--- src/rtl/mesh_feeder.sv ---
// Skewing front end for the 4x4 Mesh: takes one k-slice per beat, delays lane i by i
// cycles, and drives the staggered per-row propagate bit plus optional zero drain tiles.
module mesh_feeder #(
  parameter int unsigned DIM    = 4,
  parameter int unsigned WIDTH  = 8,
  parameter int unsigned DWIDTH = 16
) (
  input  logic                   clock,
  input  logic                   reset_n,
  input  logic                   in_valid,
  output logic                   in_ready,
  input  logic [DIM*WIDTH-1:0]   in_a,
  input  logic [DIM*WIDTH-1:0]   in_b,
  input  logic                   in_last,
  input  logic                   in_drain,
  output logic [WIDTH-1:0]       out_a_0,
  output logic [WIDTH-1:0]       out_a_1,
  output logic [WIDTH-1:0]       out_a_2,
  output logic [WIDTH-1:0]       out_a_3,
  output logic [WIDTH-1:0]       out_b_0,
  output logic [WIDTH-1:0]       out_b_1,
  output logic [WIDTH-1:0]       out_b_2,
  output logic [WIDTH-1:0]       out_b_3,
  output logic [DWIDTH-1:0]      out_d_0,
  output logic [DWIDTH-1:0]      out_d_1,
  output logic [DWIDTH-1:0]      out_d_2,
  output logic [DWIDTH-1:0]      out_d_3,
  output logic                   out_prop_0,
  output logic                   out_prop_1,
  output logic                   out_prop_2,
  output logic                   out_prop_3,
  output logic                   busy,
  output logic [7:0]             tile_count,
  output logic                   protocol_err
);

  typedef enum logic {ST_STREAM = 1'b0, ST_DRAIN = 1'b1} state_e;

  state_e             state_q, state_d;
  logic [1:0]         k_q, k_d;
  logic               tprop_q, tprop_d;
  logic               drain_pend_q, drain_pend_d;
  logic               rdy_en_q, rdy_en_d;
  logic [7:0]         tile_count_q, tile_count_d;
  logic               perr_q, perr_d;

  logic               accept;
  logic               drain_start;
  logic [DIM*WIDTH-1:0] s0_a, s0_b;
  logic [DIM-1:0]     lane_nz;
  logic [WIDTH-1:0]   out_a_w [DIM];
  logic [WIDTH-1:0]   out_b_w [DIM];
  logic [DIM-1:0]     out_p_w;

  // State register
  always_ff @(posedge clock or negedge reset_n) begin
    if (!reset_n) begin
      state_q      <= ST_STREAM;
      k_q          <= 2'd0;
      tprop_q      <= 1'b0;
      drain_pend_q <= 1'b0;
      rdy_en_q     <= 1'b0;
      tile_count_q <= 8'd0;
      perr_q       <= 1'b0;
    end else begin
      state_q      <= state_d;
      k_q          <= k_d;
      tprop_q      <= tprop_d;
      drain_pend_q <= drain_pend_d;
      rdy_en_q     <= rdy_en_d;
      tile_count_q <= tile_count_d;
      perr_q       <= perr_d;
    end
  end

  // Next-state: a drain starting at k==0 already emits its first zero slice on that edge
  always_comb begin
    state_d      = state_q;
    k_d          = k_q;
    tprop_d      = tprop_q;
    drain_pend_d = drain_pend_q;
    rdy_en_d     = 1'b1;
    tile_count_d = tile_count_q;
    perr_d       = perr_q;
    if (state_q == ST_STREAM) begin
      if (drain_start) begin
        state_d      = ST_DRAIN;
        k_d          = 2'd1;
        drain_pend_d = 1'b0;
      end else begin
        if (in_drain) drain_pend_d = 1'b1;
        if (accept) begin
          k_d = k_q + 2'd1;
          if (in_last != (k_q == 2'd3)) perr_d = 1'b1;
          if (k_q == 2'd3) begin
            tprop_d      = ~tprop_q;
            tile_count_d = tile_count_q + 8'd1;
          end
        end
      end
    end else begin
      if (in_drain) drain_pend_d = 1'b1;
      k_d = k_q + 2'd1;
      if (k_q == 2'd3) begin
        state_d = ST_STREAM;
        tprop_d = ~tprop_q;
      end
    end
  end

  // Outputs: handshake, busy and the stage-0 slice (zero on bubbles and drain)
  always_comb begin
    in_ready    = rdy_en_q && (state_q == ST_STREAM) &&
                  !((k_q == 2'd0) && (drain_pend_q || in_drain));
    drain_start = rdy_en_q && (state_q == ST_STREAM) && (k_q == 2'd0) &&
                  (drain_pend_q || in_drain);
    accept      = in_valid && in_ready;
    s0_a        = accept ? in_a : '0;
    s0_b        = accept ? in_b : '0;
    busy        = (state_q == ST_DRAIN) || (|lane_nz) || (k_q != 2'd0);
  end

  for (genvar l = 0; l < DIM; l++) begin : g_lane
    logic [l:0][WIDTH-1:0] a_sr_q, a_sr_d, b_sr_q, b_sr_d;
    logic [l:0]            p_sr_q, p_sr_d;
    logic [WIDTH-1:0]      oa_q, ob_q;
    logic                  op_q;

    if (l == 0) begin : g_first
      always_comb begin
        a_sr_d = s0_a[l*WIDTH +: WIDTH];
        b_sr_d = s0_b[l*WIDTH +: WIDTH];
        p_sr_d = tprop_q;
      end
    end else begin : g_deep
      always_comb begin
        a_sr_d = {a_sr_q[l-1:0], s0_a[l*WIDTH +: WIDTH]};
        b_sr_d = {b_sr_q[l-1:0], s0_b[l*WIDTH +: WIDTH]};
        p_sr_d = {p_sr_q[l-1:0], tprop_q};
      end
    end

    // Lane i: i+1 skew stages followed by the output register
    always_ff @(posedge clock or negedge reset_n) begin
      if (!reset_n) begin
        a_sr_q <= '0;
        b_sr_q <= '0;
        p_sr_q <= '0;
        oa_q   <= '0;
        ob_q   <= '0;
        op_q   <= 1'b0;
      end else begin
        a_sr_q <= a_sr_d;
        b_sr_q <= b_sr_d;
        p_sr_q <= p_sr_d;
        oa_q   <= a_sr_q[l];
        ob_q   <= b_sr_q[l];
        op_q   <= p_sr_q[l];
      end
    end

    assign lane_nz[l] = (|a_sr_q) || (|b_sr_q);
    assign out_a_w[l] = oa_q;
    assign out_b_w[l] = ob_q;
    assign out_p_w[l] = op_q;
  end

  assign out_a_0      = out_a_w[0];
  assign out_a_1      = out_a_w[1];
  assign out_a_2      = out_a_w[2];
  assign out_a_3      = out_a_w[3];
  assign out_b_0      = out_b_w[0];
  assign out_b_1      = out_b_w[1];
  assign out_b_2      = out_b_w[2];
  assign out_b_3      = out_b_w[3];
  assign out_prop_0   = out_p_w[0];
  assign out_prop_1   = out_p_w[1];
  assign out_prop_2   = out_p_w[2];
  assign out_prop_3   = out_p_w[3];
  assign out_d_0      = '0;
  assign out_d_1      = '0;
  assign out_d_2      = '0;
  assign out_d_3      = '0;
  assign tile_count   = tile_count_q;
  assign protocol_err = perr_q;

endmodule

--- config.mk ---
export PLATFORM = sky130hd
export DESIGN_NAME = mesh_feeder
export DESIGN_NICKNAME = d
export VERILOG_FILES = /design/src/rtl/mesh_feeder.sv
export SDC_FILE = /design/constraint.sdc
export NUM_CORES = 1
export LEC_CHECK = 0
export BUFFER_PORTS_ARGS = -buffer_cell sky130_fd_sc_hd__buf_4
export CAP_MARGIN = 20
export CORE_MARGIN = 2
export CORE_UTILIZATION = 40
export DETAILED_ROUTE_END_ITERATION = 8
export PLACE_DENSITY_LB_ADDON = 0.08
export SLEW_MARGIN = 20
export SYNTH_ARGS = -nofsm -noshare
export SYNTH_HDL_FRONTEND = slang
export SYNTH_SLANG_ARGS = --single-unit
--- constraint.sdc ---
create_clock -name clock -period 3 [get_ports clock]
set_input_delay 0.9 -clock clock [delete_from_list [all_inputs] [get_ports clock]]
set_output_delay 0.9 -clock clock [all_outputs]
set_load 0.02 [all_outputs]
Word-level counts from Yosys, hierarchy flattened
Index checks and enable logic that the tools add are counted.
{ "word_totals": {"in_bits": 69, "register_bits": 253, "output_inout_bits": 143} }
{ "op_classes": {"reduce_logical": 30, "n_eq_ne": 3, "add_sub_neg": 2, "n_mux": 15, "n_bitwise": 3} }
{ "ops": {"columns": ["op", "count"], "rows": [
  ["32-bit two-way mux", 2],
  ["32-bit OR reduction", 2],
  ["24-bit OR reduction", 2],
  ["16-bit OR reduction", 2],
  ["8-bit OR reduction", 2],
  ["1-bit two-way mux", 10],
  ["8-bit by 1-bit adder with 8-bit output (second input constant)", 1],
  ["4-bit AND reduction", 2],
  ["1-bit logical OR", 7],
  ["1-bit logical AND", 6],
  ["2-bit two-way mux", 3],
  ["2-bit nonzero test", 2],
  ["4-bit OR reduction", 1],
  ["1-bit inverter", 3],
  ["3-bit nonzero test", 1],
  ["2-bit by 1-bit adder with 2-bit output (second input constant)", 1],
  ["2-bit equality test (second input constant)", 1],
  ["2-bit zero test", 1],
  ["2-bit != test (second input constant)", 1],
  ["2-bit AND reduction", 1],
  ["1-bit zero test", 1],
  ["1-bit != test", 1]
]} }

Longest topological paths before layout
{ "depth": {"depth_word": 8, "ltp_mapped": 8} }

Worst setup path after synthesis
No wires, ideal clock.
{ "synth_timing": {"path_type": "register to output", "from": "reg k_q[0]", "to": "out busy", "stages_incl_launch_ff": 7, "t_required_ns": 2.100, "arrival_ns": 1.360, "slack_ns": 0.740, "path_buffers": 0, "path_cell_list": "dfrtp_1 inv_1 ha_1 nor4b_1 nand4_1 nor3_1 nand4_1"} }
{ "synth_via": {"elab_chain_len": 2} }
{ "synth_lines": {"columns": ["item", "line_no", "rtl"], "rows": [
  ["start, declared", "40", "logic [1:0] k_q, k_d;"],
  ["start signal, assigned", "67", "k_q <= k_d;"],
  ["2-bit nonzero test", "120", "busy = (state_q == ST_DRAIN) || (|lane_nz) || (k_q != 2'd0);"],
  ["1-bit logical OR", "120", null],
  ["end, declared", "32", "output logic busy,"]
]} }
Every way passes these cells.

Worst setup path after layout
{ "layout_timing": {"from": "reg g_lane[1].b_sr_q (netlist bit g_lane[1].b_sr_d[8])", "to": "out busy"} }
{ "layout_via": {"elab_chain_len": 5} }
{ "layout_lines": {"columns": ["item", "line_no", "rtl"], "rows": [
  ["start, declared", "124", "logic [l:0][WIDTH-1:0] a_sr_q, a_sr_d, b_sr_q, b_sr_d;"],
  ["start signal, assigned", "154", "b_sr_q <= b_sr_d;"],
  ["16-bit OR reduction", "162", "assign lane_nz[l] = (|a_sr_q) || (|b_sr_q);"],
  ["1-bit logical OR", "162", null],
  ["4-bit OR reduction", "120", null],
  ["1-bit logical OR (2 in series)", "120", null]
]} }
Every way passes these cells.

==> results.toml <==
[placement]
numPortBuffers = 147
gp_congestion = 0.748
place_hpwl_um = 10800
dpl_cell_area_mm2 = 0.00904

[sta]
tightest_slew_ps = 621
finalSetupViolCount = 0
skew_ps = 9.15
relSlewSlack = 0.586
final_max_slew_viol_count = 0
finalCritPeriodShare = 0.992
finalHoldViolations = 0
period_needed_ps = 2980
timing.hold.ws_ps = 325
max_freq_mhz = 336
rsz0062_at_grt = "true"

[drt]
avgViaCountPerCell = 4.28
drc = 0
vias = 3988
wire_per_inst_um = 16.3
first_iter_violations = 127
ant_nets = 0
first_pass_iters = 4
routed_wl_um = 15200

[synthesis]
synth-seq-cells = 244
synth_compound_area_frac = 0.00433
synth_top_family_by_area = "simple AND/OR/NAND/NOR gates"
synthTopCellsByArea = "dfrtp_1 78%, buf_4 6.2%, and2_1 4.8%, nor4_1 3.2%, nand4_1 0.88%"
yosys.area.top_type = "dfrtp_1"
synthFlopType = "dfrtp_1"
synthDistinctLibCells = 35
syn_area_mm2 = 0.00780
synth_edf_count = 0
synthDominantCellAreaShare = 0.783
synth_simple_gate_area_share = 0.118
muxShareOfSynthArea = 0.00337
synthesis.instances = 481
yosys_warnings = 0
ys_async_sr_fraction = 1.00
avgSynthCellArea_um2 = 16.2
synthXorXnorAreaFrac = 0.0132
synthAdderAreaFrac = 0.00481
synth_sequential_area_ratio = 0.783

[status]
status = "complete, no violations"

[power_and_ir_drop]
p_per_area_mw_per_mm2 = 821
ir_worst_vdd_mv = 0.392
leakagePower_nw = 5.21

[die]
initial_utilization = 0.405
die_h_um = 144
core_mm2 = 0.0193
rows = 51
die_w_um = 144
io_pins = 212
dieArea_mm2 = 0.0206

[global_routing]
gr-total-overflow = 0
antenna_found_initial = 0
grt_usage = 0.147
grt_max_degree = 61
grt_pass1_wl_um = 23100
grt_pass1_vias = 4221

[cells_and_area]
syn2layout_area_growth_pct = 27.5
seq_area_mm2 = 0.00611
drive_gt1_frac = 0.333
mostFrequentLayoutCells = "244 x dfrtp_1, 149 x buf_4, 65 x conb_1, 60 x and2_1, 29 x nor4_1"
fillerInstances = 1685
layout_commonest_cell = "dfrtp_1"
num-nets-final = 725
stdcell_area_mm2 = 0.00995
antennaDiodeCount = 0
multi_input_area_mm2 = 0.00151

[worst_setup_path]
path_max_fanout = 2
crit_type = "reg2out"
cp-end-kind = "output pin"
required_ps = 2100
worstPathArrival_ps = 2080
crit_path_start_kind = "flop"

[clocking]
cts-htree-levels = 1
cts_setup_buffers = 0
worstSkewPairLatency_ps = 500
clk_pin_slew_ps = 60
cts_made_buffers = 25
clk_path_buf_depth = 3
clockRootBuffer = "clkbuf_16"
cts.sinks = 244
cts_tree = "built"

[worst_hold_path]
hp-class = "in2async"

[job]
maxCapViolCount = 0
==> logic make-up after synthesis <==
family                     Yosys count
AOI/OAI and AO/OA                    5
xor gates and xnor gates            10
adders and majority gates            3
buffers and inverters               76
DFF                                244
muxes                                2
other                                2
and+or+nand+nor                    139
==> power by group <==
| part | total [W] | leakage [nW] | switching [W] | internal, W |
|---|---|---|---|---|
| Clock | 0.00286 | 0.372 | 0.00115 | 0.00171 |
| Combinational | 0.00133 | 1.53 | 0.000754 | 0.000578 |
| Sequential | 0.00397 | 3.31 | 0.000264 | 0.00371 |
| Total | 0.00816 | 5.21 | 0.00217 | 0.00599 |
==> worst max-delay path: stages (launching register included) <==
cell and delay, ps:
dfrtp_1 400, nor4_4 350, nand4_1 190, nor4_2 310, nand4_1 150, buf_6 160
==> synthesized netlist by cell type (4+ instances only) <==
| master | count |
|---|---|
| nor4_1 | 40 |
| and2_1 | 60 |
| buf_4 | 64 |
| clkbuf_2 | 6 |
| nand4_1 | 11 |
| and2_2 | 4 |
| dfrtp_1 | 244 |
| xnor2_1 | 7 |
==> repair_timing <==
item | CTS | global route
endpoints found under the setup margin | 1 | 1
hold buffers | 0 | 0
gates resized for setup | 15 | 8
pin swaps | 4 | 5
==> metrics by stage <==
| step | std cells | total power, W | setup TNS, ps | utilization | worst slack (ps) |
|---|---|---|---|---|---|
| floorplan | 544 | 0.00473 | 0 | - | 740 |
| global route | 932 | 0.00854 | -93.4 | 0.516 | -93.4 |
| CTS | 932 | 0.00824 | -56.8 | 0.514 | -56.8 |
| global placement | 891 | 0.00527 | 0 | 0.469 | 164 |
| finish | 932 | 0.00816 | 0 | 0.516 | 24.3 |
| detailed placement | 891 | 0.00530 | 0 | 0.469 | 160 |
==> metal layers <==
metal | GRT usage | part of all wire | vias to the layer above
met5 | 0 | 0 | -
met4 | 0.0335 | 0.012 | 0
met1 | 0.202 | 0.42 | 2013
met2 | 0.237 | 0.49 | 139
li1 | - | - | 1819
met3 | 0.0417 | 0.075 | 17
==> cell type report <==
| cell class | instances | area share |
|---|---|---|
| Multi-Input combinational cell | 224 | 0.152 |
| Clock inverter | 5 | 0.00566 |
| Sequential cell | 244 | 0.614 |
| Tap cell | 265 | 0.0333 |
| Timing Repair Buffer | 155 | 0.123 |
| Inverter | 3 | 0.00113 |
| Clock buffer | 36 | 0.0711 |
==> worst paths after layout <==
path	from	end	slack (ps)	cells after the start
worst max register to register	k_q[0]$_DFFE_PN0P_	tile_count[1]$_DFFE_PN0P_	1240	6
worst max-delay path	g_lane[1].b_sr_d[8]$_DFF_PN0_	busy	20	5
max in group asynchronous	reset_n	g_lane[3].p_sr_q[0]$_DFF_PN0_	1920	2
worst min-delay path	reset_n	out_b_3[7]$_DFF_PN0_	320	1
worst min register to register	g_lane[3].p_sr_q[0]$_DFF_PN0_	g_lane[3].p_sr_q[1]$_DFF_PN0_	360	0
min in group clock	g_lane[3].p_sr_q[0]$_DFF_PN0_	g_lane[3].p_sr_q[1]$_DFF_PN0_	360	0
==> sequential cells by signal (all words and copies together), names as in the netlist, 32 cells and up <==
register       count
g_lane.a_sr_d     48
g_lane.b_sr_d     48
g_lane.a_sr_q     32
g_lane.b_sr_q     32
No activity file was read; power rests on OpenSTA's default activity.
